### src/rtl/axi_lite_reg_slave_if.sv
// AXI-Lite channel bundle between one interconnect master port and its responder.
interface AXI_LITE;
    logic [31:0] awaddr;
    logic        awvalid;
    logic        awready;
    logic [31:0] wdata;
    logic [3:0]  wstrb;
    logic        wlast;
    logic        wvalid;
    logic        wready;
    logic [1:0]  bresp;
    logic        bvalid;
    logic        bready;
    logic [31:0] araddr;
    logic        arvalid;
    logic        arready;
    logic [31:0] rdata;
    logic [1:0]  rresp;
    logic        rlast;
    logic        rvalid;
    logic        rready;

    modport slave (
        input  awaddr, awvalid, wdata, wstrb, wlast, wvalid, bready, araddr, arvalid, rready,
        output awready, wready, bresp, bvalid, arready, rdata, rresp, rlast, rvalid
    );

    modport master (
        output awaddr, awvalid, wdata, wstrb, wlast, wvalid, bready, araddr, arvalid, rready,
        input  awready, wready, bresp, bvalid, arready, rdata, rresp, rlast, rvalid
    );
endinterface

### src/rtl/axi_lite_reg_slave.sv
// AXI-Lite register responder: N_RW control registers followed by N_RO status words,
// with per-access strobes for write-side effects and pop-on-read peripherals.
module axi_lite_reg_slave #(
    parameter int unsigned N_RW       = 4,
    parameter int unsigned N_RO       = 4,
    parameter logic [31:0] CTRL_RESET = 32'h0000_0000
) (
    input  logic                 clk,
    input  logic                 rst_n,
    AXI_LITE.slave               axi,
    output logic [N_RW*32-1:0]   ctrl_o,
    input  logic [N_RO*32-1:0]   status_i,
    output logic                 wr_stb_o,
    output logic [5:0]           wr_idx_o,
    output logic                 rd_stb_o,
    output logic [5:0]           rd_idx_o
);
    localparam logic [1:0] RESP_OKAY   = 2'b00;
    localparam logic [1:0] RESP_SLVERR = 2'b10;

    localparam logic [0:0] W_IDLE = 1'b0;
    localparam logic [0:0] W_RESP = 1'b1;
    localparam logic [0:0] R_IDLE = 1'b0;
    localparam logic [0:0] R_DATA = 1'b1;

    logic               alive;
    logic [0:0]         w_state;
    logic [0:0]         r_state;
    logic               aw_held;
    logic               w_held;
    logic [29:0]        aw_addr_q;
    logic [31:0]        w_data_q;
    logic [3:0]         w_strb_q;
    logic [1:0]         bresp_q;
    logic [31:0]        rdata_q;
    logic [1:0]         rresp_q;
    logic [N_RW*32-1:0] ctrl_q;

    logic               aw_hs;
    logic               w_hs;
    logic               ar_hs;
    logic               commit;
    logic [29:0]        wr_waddr;
    logic [31:0]        wr_data;
    logic [3:0]         wr_strb;
    logic [31:0]        wr_old;
    logic [31:0]        wr_mask;
    logic [31:0]        wr_new;
    logic [29:0]        ar_waddr;
    logic               ar_ok;
    logic [31:0]        rd_word;
    logic               unused_ok;

    // Word address decode: bits above the 64-word window must be zero.
    function automatic logic in_range(input logic [29:0] wa);
        return (wa[29:6] == '0) && (32'(wa[5:0]) < N_RW + N_RO);
    endfunction

    function automatic logic is_rw(input logic [29:0] wa);
        return (wa[29:6] == '0) && (32'(wa[5:0]) < N_RW);
    endfunction

    assign unused_ok = &{1'b0, axi.wlast, axi.awaddr[1:0], axi.araddr[1:0]};

    assign axi.awready = alive && !aw_held && (w_state == W_IDLE);
    assign axi.wready  = alive && !w_held  && (w_state == W_IDLE);
    assign axi.arready = alive && (r_state == R_IDLE);
    assign axi.bvalid  = (w_state == W_RESP);
    assign axi.bresp   = bresp_q;
    assign axi.rvalid  = (r_state == R_DATA);
    assign axi.rlast   = (r_state == R_DATA);
    assign axi.rdata   = rdata_q;
    assign axi.rresp   = rresp_q;
    assign ctrl_o      = ctrl_q;

    assign aw_hs    = axi.awvalid && axi.awready;
    assign w_hs     = axi.wvalid && axi.wready;
    assign ar_hs    = axi.arvalid && axi.arready;
    // A channel that already handshook supplies its latched copy; otherwise the live bus.
    assign wr_waddr = aw_held ? aw_addr_q : axi.awaddr[31:2];
    assign wr_data  = w_held ? w_data_q : axi.wdata;
    assign wr_strb  = w_held ? w_strb_q : axi.wstrb;
    assign commit   = (w_state == W_IDLE) && (aw_held || aw_hs) && (w_held || w_hs);
    assign ar_waddr = axi.araddr[31:2];
    assign ar_ok    = in_range(ar_waddr);

    // Byte-lane merge of the write data into the addressed control register.
    always_comb begin
        wr_old  = '0;
        wr_mask = '0;
        for (int unsigned i = 0; i < N_RW; i++) begin
            if (wr_waddr[5:0] == 6'(i)) wr_old = ctrl_q[32*i +: 32];
        end
        for (int unsigned b = 0; b < 4; b++) begin
            wr_mask[8*b +: 8] = {8{wr_strb[b]}};
        end
        wr_new = (wr_old & ~wr_mask) | (wr_data & wr_mask);
    end

    // Read mux: control register, status word, or zero for an undecoded address.
    always_comb begin
        rd_word = '0;
        for (int unsigned i = 0; i < N_RW; i++) begin
            if (ar_waddr[5:0] == 6'(i)) rd_word = ctrl_q[32*i +: 32];
        end
        for (int unsigned j = 0; j < N_RO; j++) begin
            if (ar_waddr[5:0] == 6'(N_RW + j)) rd_word = status_i[32*j +: 32];
        end
        if (!ar_ok) rd_word = '0;
    end

    // Readies stay low until the first clock edge after reset is released.
    always_ff @(posedge clk or negedge rst_n) begin
        if (!rst_n) alive <= 1'b0;
        else        alive <= 1'b1;
    end

    // Write channel: independent AW/W capture, commit, then hold B until bready.
    always_ff @(posedge clk or negedge rst_n) begin
        if (!rst_n) begin
            w_state   <= W_IDLE;
            aw_held   <= 1'b0;
            w_held    <= 1'b0;
            aw_addr_q <= '0;
            w_data_q  <= '0;
            w_strb_q  <= '0;
            bresp_q   <= RESP_OKAY;
            wr_stb_o  <= 1'b0;
            wr_idx_o  <= '0;
        end else begin
            wr_stb_o <= 1'b0;
            if (w_state == W_IDLE) begin
                if (aw_hs) begin
                    aw_held   <= 1'b1;
                    aw_addr_q <= axi.awaddr[31:2];
                end
                if (w_hs) begin
                    w_held   <= 1'b1;
                    w_data_q <= axi.wdata;
                    w_strb_q <= axi.wstrb;
                end
                if (commit) begin
                    w_state <= W_RESP;
                    if (is_rw(wr_waddr)) begin
                        bresp_q  <= RESP_OKAY;
                        wr_stb_o <= 1'b1;
                        wr_idx_o <= wr_waddr[5:0];
                    end else begin
                        bresp_q <= RESP_SLVERR;
                    end
                end
            end else if (axi.bready) begin
                w_state <= W_IDLE;
                aw_held <= 1'b0;
                w_held  <= 1'b0;
            end
        end
    end

    // Control register file, updated only on an OKAY commit.
    always_ff @(posedge clk or negedge rst_n) begin
        if (!rst_n) begin
            ctrl_q <= {N_RW{CTRL_RESET}};
        end else if (commit && is_rw(wr_waddr)) begin
            for (int unsigned i = 0; i < N_RW; i++) begin
                if (wr_waddr[5:0] == 6'(i)) ctrl_q[32*i +: 32] <= wr_new;
            end
        end
    end

    // Read channel: capture data at AR handshake (old value on a same-edge commit), hold until rready.
    always_ff @(posedge clk or negedge rst_n) begin
        if (!rst_n) begin
            r_state  <= R_IDLE;
            rdata_q  <= '0;
            rresp_q  <= RESP_OKAY;
            rd_stb_o <= 1'b0;
            rd_idx_o <= '0;
        end else begin
            rd_stb_o <= 1'b0;
            if (r_state == R_IDLE) begin
                if (ar_hs) begin
                    r_state <= R_DATA;
                    rdata_q <= rd_word;
                    rresp_q <= ar_ok ? RESP_OKAY : RESP_SLVERR;
                    if (ar_ok) begin
                        rd_stb_o <= 1'b1;
                        rd_idx_o <= ar_waddr[5:0];
                    end
                end
            end else if (axi.rready) begin
                r_state <= R_IDLE;
            end
        end
    end
endmodule

### src/flat_wrapper.sv
// flat-port wrapper written by rule: the top's interface ports become plain ports
module axi_lite_reg_slave_flat 
#(
    parameter int unsigned N_RW       = 4,
    parameter int unsigned N_RO       = 4,
    parameter logic [31:0] CTRL_RESET = 32'h0000_0000
)
  (clk, rst_n, ctrl_o, status_i, wr_stb_o, wr_idx_o, rd_stb_o, rd_idx_o, axi_awaddr, axi_awvalid, axi_wdata, axi_wstrb, axi_wlast, axi_wvalid, axi_bready, axi_araddr, axi_arvalid, axi_rready, axi_awready, axi_wready, axi_bresp, axi_bvalid, axi_arready, axi_rdata, axi_rresp, axi_rlast, axi_rvalid);
  AXI_LITE axi_i ();
  input  logic clk;
  input  logic rst_n;
  output logic [N_RW*32-1:0] ctrl_o;
  input  logic [N_RO*32-1:0] status_i;
  output logic wr_stb_o;
  output logic [5:0] wr_idx_o;
  output logic rd_stb_o;
  output logic [5:0] rd_idx_o;
  input wire logic [$bits(axi_i.awaddr)-1:0] axi_awaddr;
  input wire logic [$bits(axi_i.awvalid)-1:0] axi_awvalid;
  input wire logic [$bits(axi_i.wdata)-1:0] axi_wdata;
  input wire logic [$bits(axi_i.wstrb)-1:0] axi_wstrb;
  input wire logic [$bits(axi_i.wlast)-1:0] axi_wlast;
  input wire logic [$bits(axi_i.wvalid)-1:0] axi_wvalid;
  input wire logic [$bits(axi_i.bready)-1:0] axi_bready;
  input wire logic [$bits(axi_i.araddr)-1:0] axi_araddr;
  input wire logic [$bits(axi_i.arvalid)-1:0] axi_arvalid;
  input wire logic [$bits(axi_i.rready)-1:0] axi_rready;
  output wire logic [$bits(axi_i.awready)-1:0] axi_awready;
  output wire logic [$bits(axi_i.wready)-1:0] axi_wready;
  output wire logic [$bits(axi_i.bresp)-1:0] axi_bresp;
  output wire logic [$bits(axi_i.bvalid)-1:0] axi_bvalid;
  output wire logic [$bits(axi_i.arready)-1:0] axi_arready;
  output wire logic [$bits(axi_i.rdata)-1:0] axi_rdata;
  output wire logic [$bits(axi_i.rresp)-1:0] axi_rresp;
  output wire logic [$bits(axi_i.rlast)-1:0] axi_rlast;
  output wire logic [$bits(axi_i.rvalid)-1:0] axi_rvalid;
  assign axi_i.awaddr = axi_awaddr;
  assign axi_i.awvalid = axi_awvalid;
  assign axi_i.wdata = axi_wdata;
  assign axi_i.wstrb = axi_wstrb;
  assign axi_i.wlast = axi_wlast;
  assign axi_i.wvalid = axi_wvalid;
  assign axi_i.bready = axi_bready;
  assign axi_i.araddr = axi_araddr;
  assign axi_i.arvalid = axi_arvalid;
  assign axi_i.rready = axi_rready;
  assign axi_awready = axi_i.awready;
  assign axi_wready = axi_i.wready;
  assign axi_bresp = axi_i.bresp;
  assign axi_bvalid = axi_i.bvalid;
  assign axi_arready = axi_i.arready;
  assign axi_rdata = axi_i.rdata;
  assign axi_rresp = axi_i.rresp;
  assign axi_rlast = axi_i.rlast;
  assign axi_rvalid = axi_i.rvalid;
  axi_lite_reg_slave #(.N_RW(N_RW), .N_RO(N_RO), .CTRL_RESET(CTRL_RESET)) u_core (.clk(clk), .rst_n(rst_n), .axi(axi_i), .ctrl_o(ctrl_o), .status_i(status_i), .wr_stb_o(wr_stb_o), .wr_idx_o(wr_idx_o), .rd_stb_o(rd_stb_o), .rd_idx_o(rd_idx_o));
endmodule
### config.mk
export PLATFORM = sky130hd
export DESIGN_NAME = axi_lite_reg_slave_flat
export DESIGN_NICKNAME = d
export VERILOG_FILES = /design/src/rtl/axi_lite_reg_slave_if.sv /design/src/rtl/axi_lite_reg_slave.sv /design/src/flat_wrapper.sv
export SDC_FILE = /design/constraint.sdc
export NUM_CORES = 1
export LEC_CHECK = 0
export ABC_AREA = 1
export CAP_MARGIN = 40
export CORE_ASPECT_RATIO = 0.9
export CORE_MARGIN = 4
export CORE_UTILIZATION = 43
export CTS_CLUSTER_SIZE = 40
export DETAILED_ROUTE_END_ITERATION = 7
export PLACE_DENSITY_LB_ADDON = 0.25
export RECOVER_POWER = 50
export SYNTH_ARGS = -nofsm -noshare
export SYNTH_HDL_FRONTEND = slang
export SYNTH_SLANG_ARGS = --single-unit
### constraint.sdc
create_clock -name clk -period 1.8 [get_ports clk]
set_input_delay 0.36 -clock clk [delete_from_list [all_inputs] [get_ports clk]]
set_output_delay 0.36 -clock clk [all_outputs]
set_load 0.1 [all_outputs]
### Word-level counts from Yosys, hierarchy flattened

Cells that the tools add are included.

| operators by class | value |
|---|---|
| order comparisons | 2 |
| equal/unequal tests | 11 |
| mux-type cells | 35 |
| bitwise logic cells | 6 |
| reductions and logical operators | 35 |

Operators by type and width:

| operator | count |
|---|---|
| $mux W32 | 14 |
| $and A32 B32 Y32 | 2 |
| $logic_not A24 Y1 | 2 |
| $not A32 Y32 | 1 |
| $or A32 B32 Y32 | 1 |
| $mux W30 | 1 |
| $eq A6 B2 Y1 const B | 4 |
| $eq A6 B3 Y1 const B | 4 |
| $reduce_and A2 Y1 | 10 |
| $mux W1 | 17 |
| $logic_and A1 B1 Y1 | 13 |
| $eq A6 B1 Y1 const B | 2 |
| $logic_not A6 Y1 | 2 |
| $lt A6 B3 Y1 const B | 1 |
| $lt A6 B4 Y1 const B | 1 |
| $reduce_and A3 Y1 | 2 |
| $mux W2 | 2 |
| $mux W4 | 1 |
| $reduce_bool A2 Y1 | 2 |
| $logic_not A1 Y1 | 2 |
| $logic_or A1 B1 Y1 | 2 |
| $ne A2 B2 Y1 const B | 1 |
| $not A1 Y1 | 2 |

| word-level totals | value |
|---|---|
| flip-flop bits (word level) | 249 |
| bits of input ports | 236 |

### Logic depth before layout (Yosys ltp)

Gate-level depths: netlist (run 1).

| logic depth | value |
|---|---|
| depth after elaboration | 10 |
| mapped depth | 13 |

### Worst setup path before layout (run 1)

OpenSTA, ideal clock, no wires.

| timing path | value |
|---|---|
| path kind | reg-to-reg |
| from | register u_core.w_state (netlist: u_core.axi.bvalid) |
| to | register u_core.aw_addr_q[16] |
| arrival time | 3.909 ns |
| required time | 1.669 ns |
| slack | -2.241 ns |
| cell stages (with the launch flop) | 7 |
| buffers on the path | 2 |
| period minus slack after synthesis | 4.041 ns |
| cell sequence | dfrtp_1 -> nor3_1 -> nand2_1 -> clkbuf_1 -> clkbuf_1 -> nand2_1 -> o21ai_0 |

| on the way | value |
|---|---|
| longest elaborated chain between the ends | 4 |

RTL lines:

| element | RTL line | text |
|---|---|---|
| start, declared | axi_lite_reg_slave.sv:27 | `logic [0:0] w_state;` |
| start signal, assigned | axi_lite_reg_slave.sv:121 | `w_state <= W_IDLE;` |
| start signal, assigned | axi_lite_reg_slave.sv:143 | `w_state <= W_RESP;` |
| start signal, assigned | axi_lite_reg_slave.sv:153 | `w_state <= W_IDLE;` |
| $not A1 Y1 | axi_lite_reg_slave.sv:65 | `assign axi.awready = alive && !aw_held && (w_state == W_IDLE);` |
| $logic_and A1 B1 Y1 | axi_lite_reg_slave.sv:65 |  |
| named net axi_awready | flat_wrapper.sv:28 | `output wire logic [$bits(axi_i.awready)-1:0] axi_awready;` |
| $logic_and A1 B1 Y1 | axi_lite_reg_slave.sv:76 | `assign aw_hs = axi.awvalid && axi.awready;` |
| $reduce_and A2 Y1 (no line) | - |  |
| end signal, assigned | axi_lite_reg_slave.sv:135 | `aw_addr_q <= axi.awaddr[31:2];` |
| end, declared | axi_lite_reg_slave.sv:31 | `logic [29:0] aw_addr_q;` |

The timed path passes the listed nets, and every way through them passes these cells.
A chain may end at the register's enable or synchronous reset.

### Worst setup path after layout (run 1)

| timing path | value |
|---|---|
| from | register u_core.aw_held |
| to | register u_core.ctrl_q[58] (netlist: u_core.ctrl_o[58]) |

| on the way | value |
|---|---|
| longest elaborated chain between the ends | 9 |
| elaborated cells on any way between the ends | 23 |
| classes of those cells | 1 x order compare; 3 x eq/ne; 5 x mux; 2 x bitwise; 12 x reduce/logical |

RTL lines:

| element | RTL line | text |
|---|---|---|
| start, declared | axi_lite_reg_slave.sv:29 | `logic aw_held;` |
| start signal, assigned | axi_lite_reg_slave.sv:122 | `aw_held <= 1'b0;` |
| start signal, assigned | axi_lite_reg_slave.sv:134 | `aw_held <= 1'b1;` |
| start signal, assigned | axi_lite_reg_slave.sv:154 | `aw_held <= 1'b0;` |
| parallel branches: the longest is 9 deep, another holds $mux W32 | - |  |
| end signal, assigned | axi_lite_reg_slave.sv:163 | `ctrl_q <= {N_RW{CTRL_RESET}};` |
| end signal, assigned by index | axi_lite_reg_slave.sv:166 | `if (wr_waddr[5:0] == 6'(i)) ctrl_q[32*i +: 32] <= wr_new;` |
| end, declared | axi_lite_reg_slave.sv:37 | `logic [N_RW*32-1:0] ctrl_q;` |

Several ways; the timed one is not identified.

==> flow_summary_export.csv, run 1 <==
group,metric,value,unit
timing,worstMarginPinSlew,974,ps
worst_setup_path,worstPathArrival,2540,ps
grt,gr-usage-all-layers,34.2,%
min_path,hold_class,"input port to flip-flop",
grt,overflow,0,
worst_setup_path,reg2reg_depth,11,
cells_and_area,seq_area,0.00619,sq mm
worst_setup_path,cp_data_required_time,2270,ps
place,port_buffers,412,
timing,rsz0062_at_grt,"true",
grt,antenna_found_initial,0,
route,vias,16300,
worst_setup_path,cp_max_fo,21,
worst_setup_path,cp-end-kind,"flip-flop",
clocking,numCtsBuffers,27,
worst_setup_path,crit_buf_inv,2,
synthesis,syn_area,0.0138,sq mm
synthesis,syn_inst,2013,
route,vias_per_cell,5.55,
clocking,clock-sinks,247,
timing,skew,11.6,ps
grt,grt_pass1_vias,15800,
timing,slew_violations,0,
die,start_util,44.1,%
die,boundaryPins,420,
die,core_area,0.0313,sq mm
die,die_y,178,um
timing,fmax,483,MHz
grt,grt_pass1_wl,93400,um
cells_and_area,fillers,2440,
die,die_w,197,um
synthesis,avgSynthCellArea,6.85,sq um
power,p_leak,11.2,nW
die,rows,61,
cells_and_area,final_nets,2750,
clocking,cts_buffer_depth,3,
route,route.met3.wl,6720,um
route,wl,62900,um
clocking,root_buffer,"clkbuf_16",
synthesis,ys_types,28,
timing,hold_violations,0,
worst_setup_path,critPathLaunchType,"flip-flop",
route,routedWlPerCell,21.4,um
run,cap_violations,0,
route,wl_met2,29000,um
run_status,violations,"setup timing",
timing,slew_headroom,35.1,%
route,drcViolationCount,0,
worst_setup_path,worst-path-stages,11,
power,powerDensity,876,mW/mm^2
place,gp_congestion,0.946,
timing,period_share,115,%
route,top_layer,"met4",
worst_setup_path,slowest_stage,"dfrtp_2",
place,place_ws,-543,ps
worst_setup_path,crit_type,"flip-flop to flip-flop",
synthesis,ys_seq_area_share,44.8,%
timing,fin_crit,2070,ps
run_status,status,"finished, violations left",
cells_and_area,multi_input_area,0.00692,sq mm
route,ant_nets,0,
synthesis,ys_seq_elements,247,
cells_and_area,area_growth,64.4,%
min_path,min_path_cells,3,
cells_and_area,utilization,72.5,%
power,ir_drop,0.000746,V
worst_setup_path,max_stage_delay,450,ps
clocking,cts-htree-levels,1,
route,wl_met1,24500,um
cells_and_area,drive_gt1_share,20.1,%
clocking,clk_pin_slew,60,ps
clocking,tritoncts,"done",
route,first_pass_iters,6,
timing,fin_ws,-273,ps
route,drt-initial-drc-count,1815,
worst_setup_path,worstPathCellList,"buf_2 -> nand2_1 -> o21ai_2 -> nor2_4 -> nand3_1 -> nor2_4 -> nand3_4 -> nor2_4 -> buf_12 -> nand2_1 -> nand2_1",
worst_setup_path,crit_family,"simple AND/OR/NAND/NOR gates",
clocking,clk_latency,540,ps
timing,setup_viol,139,
die,design.die.area,0.0350,sq mm
place,dp_hpwl,46400,um
grt,grt_max_degree,73,
synthesis,yosys_warnings,0,
==> power breakdown <==
group | internal, W | switching, W | total [W]
sequential | 0.00637 | 0.000469 | 0.00684
clock | 0.00301 | 0.00227 | 0.00528
combinational | 0.00309 | 0.00467 | 0.00776
==> placed cells by master, fill, tap and decap left out, types with 3 or more instances in the layout <==
cell type / count
clkbuf_1: 4
nand2_1: 796
clkdlybuf4s50_1: 227
or2_2: 9
nor3_1: 3
clkbuf_16: 29
or2_0: 4
o211ai_1: 3
nand2_2: 8
inv_2: 3
inv_1: 110
o21ai_1: 14
clkinv_2: 4
nand3_1: 181
nand3b_1: 6
buf_6: 16
nor2_4: 16
o21ai_0: 92
nand3_2: 5
a21oi_1: 49
dfrtp_1: 243
buf_4: 128
a21oi_2: 4
nor2_1: 179
nand4_1: 72
a211oi_1: 26
nor2_2: 42
nor4_1: 5
clkbuf_8: 8
conb_1: 3
buf_12: 210
==> sequential cells by signal, indices dropped and copies added, names as in the netlist <==
name	cells
u_core.wr_stb_o	1
u_core.aw_addr_q	30
u_core.aw_held	1
u_core.w_held	1
u_core.rd_idx_o	6
u_core.w_strb_q	4
u_core.axi.rdata	32
u_core.axi.rlast	1
u_core.rd_stb_o	1
u_core.axi.bvalid	1
u_core.axi.rresp	1
u_core.w_data_q	32
u_core.axi.bresp	1
u_core.wr_idx_o	6
u_core.alive	1
u_core.ctrl_o	128
==> worst paths after layout <==
check | slack (ps) | to | start
setup / recovery | -270 | u_core.ctrl_o[58] | u_core.aw_held
hold / removal | 390 | u_core.aw_addr_q[11] | axi_awaddr[13]
setup reg to reg | -270 | u_core.ctrl_o[58] | u_core.aw_held
hold reg to reg | 480 | u_core.aw_addr_q[8] | u_core.aw_addr_q[8]
max in group asynchronous | 120 | u_core.axi.rlast | rst_n
min in group asynchronous | 510 | u_core.aw_held | rst_n
==> cell usage after synthesis <==
master | count | share of area [%]
o21ai_1 | 2 | 0.073
dfrtp_1 | 247 | 45
a211oi_1 | 26 | 1.4
nor3_1 | 7 | 0.25
buf_1 | 3 | 0.082
nor2_4 | 5 | 0.41
nor2_1 | 216 | 5.9
buf_2 | 32 | 1.2
nand2_1 | 805 | 22
conb_1 | 2 | 0.054
or2_2 | 9 | 0.41
nand4_2 | 1 | 0.091
nor2_2 | 16 | 0.73
nand4_1 | 72 | 3.3
or2_0 | 4 | 0.18
buf_4 | 8 | 0.44
nand3_4 | 1 | 0.13
o21ai_0 | 104 | 3.8
a21oi_1 | 53 | 1.9
inv_1 | 112 | 3.0
o21a_1 | 1 | 0.054
o21ai_2 | 2 | 0.13
nand3_1 | 186 | 6.7
nand3b_1 | 6 | 0.33
nor4_1 | 7 | 0.32
o211ai_1 | 3 | 0.16
inv_2 | 2 | 0.054
clkbuf_1 | 81 | 2.2
==> per-stage QoR <==
step           TNS (ps)  hold WS [ps]  area (sq um)  instances  power [W]
6_report         -27110           389         22700       2939     0.0199
2_1_floorplan    -52510          64.4         14000       2014     0.0107
3_3_place_gp     -71790           260         21500       2877     0.0137
3_5_place_dp     -79880           265         21500       2877     0.0140
4_1_cts          -25870           294         22500       2930     0.0196
5_1_grt          -45800           393         22700       2938     0.0208
==> final cells by class <==
| type | instances | share of cell area (%) |
|---|---|---|
| inverters | 114 | 1.91 |
| clock inverters | 6 | 0.160 |
| repair buffers | 595 | 34.4 |
| diodes | 1 | 0.0110 |
| well taps | 409 | 2.26 |
| multi-input cells | 1529 | 30.5 |
| flip-flops and latches | 247 | 27.3 |
| clock buffers | 38 | 3.47 |
==> metal layers <==
metal	vias up	global-route usage, %
met5	-	0
met4	0	11.1
met3	185	7.56
met2	1031	55.1
met1	7644	46.3
li1	7465	-
==> worst reg2reg max path: cells and delay by family, from the launching register on <==
family	cells	cell delay [ps]
AND/OR/NAND/NOR	8	1090
AO/OA/AOI/OAI	1	70
flip-flops	1	450
buffers and inverters	2	390
==> logic make-up (layout without fill, tap and decap cells) <==
| kind of cell | Yosys count | in the layout | synth area share, % |
|---|---|---|---|
| AOI/OAI and AO/OA | 191 | 191 | 7.53 |
| buffers and inverters | 238 | 753 | 6.98 |
| DFF | 247 | 247 | 44.8 |
| other | 2 | 4 | 0.0544 |
| and+or+nand+nor | 1335 | 1335 | 40.6 |
==> repair_timing <==
item,in CTS,in global routing
cloned,3,4
endpoints found under the setup margin,171,171
hold buffers,1,0
endpoints found under the hold margin,30,0
pin swaps,8,7
resized for setup,47,29
buffers inserted,5,4
(Power assumes the default switching activity.)
==> run 2: changes to the inputs <==
==> constraint.sdc (replaced) <==
create_clock -name clk -period 1.85 [get_ports clk]
set_input_delay 0.37 -clock clk [delete_from_list [all_inputs] [get_ports clk]]
set_output_delay 0.37 -clock clk [all_outputs]
set_load 0.1 [all_outputs]
==> flow_summary_export.csv, run 2 (synthesis results as in run 1) <==
group,metric,value,unit
clocking,clk_latency,570,ps
worst_setup_path,worstPathCellList,"inv_4 -> buf_6 -> nor2_1 -> nand3b_1 -> nand2_1 -> nand2_2 -> nor2_4 -> buf_6 -> nand3_4 -> nor2_4 -> buf_6 -> clkbuf_16 -> nand2_1 -> nand2_1",
cells_and_area,layout_common_cells,"nand2_1 (745), dfrtp_1 (243), clkdlybuf4s50_1 (227)",
run_status,violations,"DRC, setup timing",
cells_and_area,final_nets,2783,
die,boundaryPins,420,
cells_and_area,largest_reg_flops,128,
clocking,cts-htree-levels,1,
die,design.die.area,0.0350,sq mm
route,vias_per_cell,5.79,
clocking,cts_buffer_depth,3,
timing,fmax,466,MHz
worst_setup_path,crit_type,"flip-flop to flip-flop",
timing,hold_violations,0,
worst_setup_path,reg2reg_to,"u_core.ctrl_o[96]",
timing,fin_ws,-294,ps
cells_and_area,drive_gt1_share,24.8,%
place,place_ws,-573,ps
timing,slew_headroom,14.5,%
place,dp_hpwl,45300,um
worst_setup_path,cp_max_fo,8,
cells_and_area,area_growth,73.3,%
grt,gr-usage-all-layers,35.8,%
cells_and_area,design_area,0.0239,sq mm
die,rows,61,
grt,antenna_found_initial,1,
worst_setup_path,worstPathArrival,2640,ps
worst_setup_path,critPathLaunchType,"flip-flop",
min_path,hold_class,"input port to flip-flop",
place,placedCellCount,2864,
grt,grt_max_degree,73,
route,wl,67600,um
run,cap_violations,0,
clocking,clock-sinks,247,
die,die_w,197,um
cells_and_area,final_common_cell,"nand2_1",
timing,setup_viol,138,
worst_setup_path,cp-end-kind,"flip-flop",
timing,rsz0062_at_grt,"true",
timing,fin_crit,2140,ps
timing,worstMarginPinSlew,1280,ps
worst_setup_path,reg2reg_slack,-290,ps
grt,grt_pass1_vias,16500,
power,p_leak,11.7,nW
place,dpl-instance-area,0.0214,sq mm
route,first_pass_iters,8,
timing,skew,15.6,ps
route,drcViolationCount,1,
route,vias,17200,
power,powerDensity,914,mW/mm^2
cells_and_area,fin_cells,2980,
clocking,root_buffer,"clkbuf_16",
die,core_area,0.0313,sq mm
timing,period_share,116,%
worst_setup_path,crit_family,"simple AND/OR/NAND/NOR gates",
power,ir_drop,0.000682,V
place,port_buffers,412,
worst_setup_path,endpoint,"u_core.ctrl_o[96]",
worst_setup_path,rr_startpoint,"u_core.aw_held",
grt,grt_pass1_wl,97900,um
worst_setup_path,reg2reg_depth,14,
worst_setup_path,crit_buf_inv,5,
worst_setup_path,cp_data_required_time,2340,ps
die,start_util,44.1,%
run_status,status,"finished, violations left",
clocking,tritoncts,"done",
clocking,numCtsBuffers,29,
clocking,clk_pin_slew,60,ps
power,total_power,0.0218,W
timing,slew_violations,0,
worst_setup_path,slowest_stage,"dfrtp_2",
worst_setup_path,worst-path-stages,14,
route,ant_nets,0,
worst_setup_path,max_stage_delay,450,ps
route,drt-initial-drc-count,2173,
worst_setup_path,setup.worst_path.start,"u_core.aw_held",
place,gp_congestion,0.982,
die,die_y,178,um
grt,overflow,0,
route,routedWlPerCell,22.7,um
cells_and_area,fillers,2121,
[run 2: changes by cell type in the layout (fill, tap and decap cells not counted), sizes merged]
cell	before	now
bufinv	0	3
bufbuf	0	1
clkinv	5	7
clkbuf	45	47
inv	114	116
buf	358	388
diode	1	2
[run 2: worst min path at each step]
stage | from | endpoint | slack (ps) | depth (start not counted)
2_1_floorplan | rst_n | u_core.alive | 70 | 0
3_3_place_gp | rst_n | u_core.w_strb_q[3] | 300 | 1
3_5_place_dp | rst_n | u_core.w_strb_q[3] | 300 | 1
4_1_cts | rst_n | u_core.w_strb_q[1] | 310 | 2
5_1_grt | axi_araddr[4] | u_core.rd_idx_o[2] | 200 | 3
6_report | axi_araddr[4] | u_core.rd_idx_o[2] | 210 | 3
[run 2: where the power goes]
group	switching, W	internal, W
Clock	0.00243	0.00361
Combinational	0.00535	0.00373
Sequential	0.000525	0.00620
[run 2: final cells by class]
| cell class | count | area (sq um) | area share, % |
|---|---|---|---|
| repair buffers | 626 | 8440 | 35.3 |
| multi-input cells | 1529 | 7330 | 30.7 |
| flip-flops and latches | 247 | 6190 | 25.9 |
| clock buffers | 40 | 847 | 3.54 |
| well taps | 409 | 512 | 2.14 |
| inverters | 114 | 430 | 1.80 |
| clock inverters | 13 | 150 | 0.628 |
| diodes | 2 | 5.00 | 0.0209 |
[run 2: tightest hold or removal path: cells and delay by family]
kind                   cells  cell delay (ps)
buffers and inverters      1              210
and+or+nand+nor            2              150
[run 2: per-layer routing]
metal | part of all wire, % | vias to the layer above | GRT usage [%]
met5 | 0 | - | 0
li1 | - | 7551 | -
met3 | 12 | 327 | 8.35
met2 | 46 | 1332 | 57.5
met4 | 5.8 | 0 | 14.3
met1 | 36 | 8036 | 47.2
[run 2: timing repair]
item,CTS,global route
setup buffers,29,13
endpoints found under the setup margin,139,171
pin swaps,71,17
hold endpoints to repair,34,0
gates resized for setup,191,49
cloned,15,4
hold buffers,1,0
[run 2: metrics by stage]
step	util, %	hold WS, ps	setup TNS [ps]
final	76.4	212	-33630
after global routing	76.4	201	-46740
after detailed placement	68.3	299	-71270
after floorplan	-	74.4	-41980
after global placement	68.3	299	-64910
after CTS	75.6	307	-19810
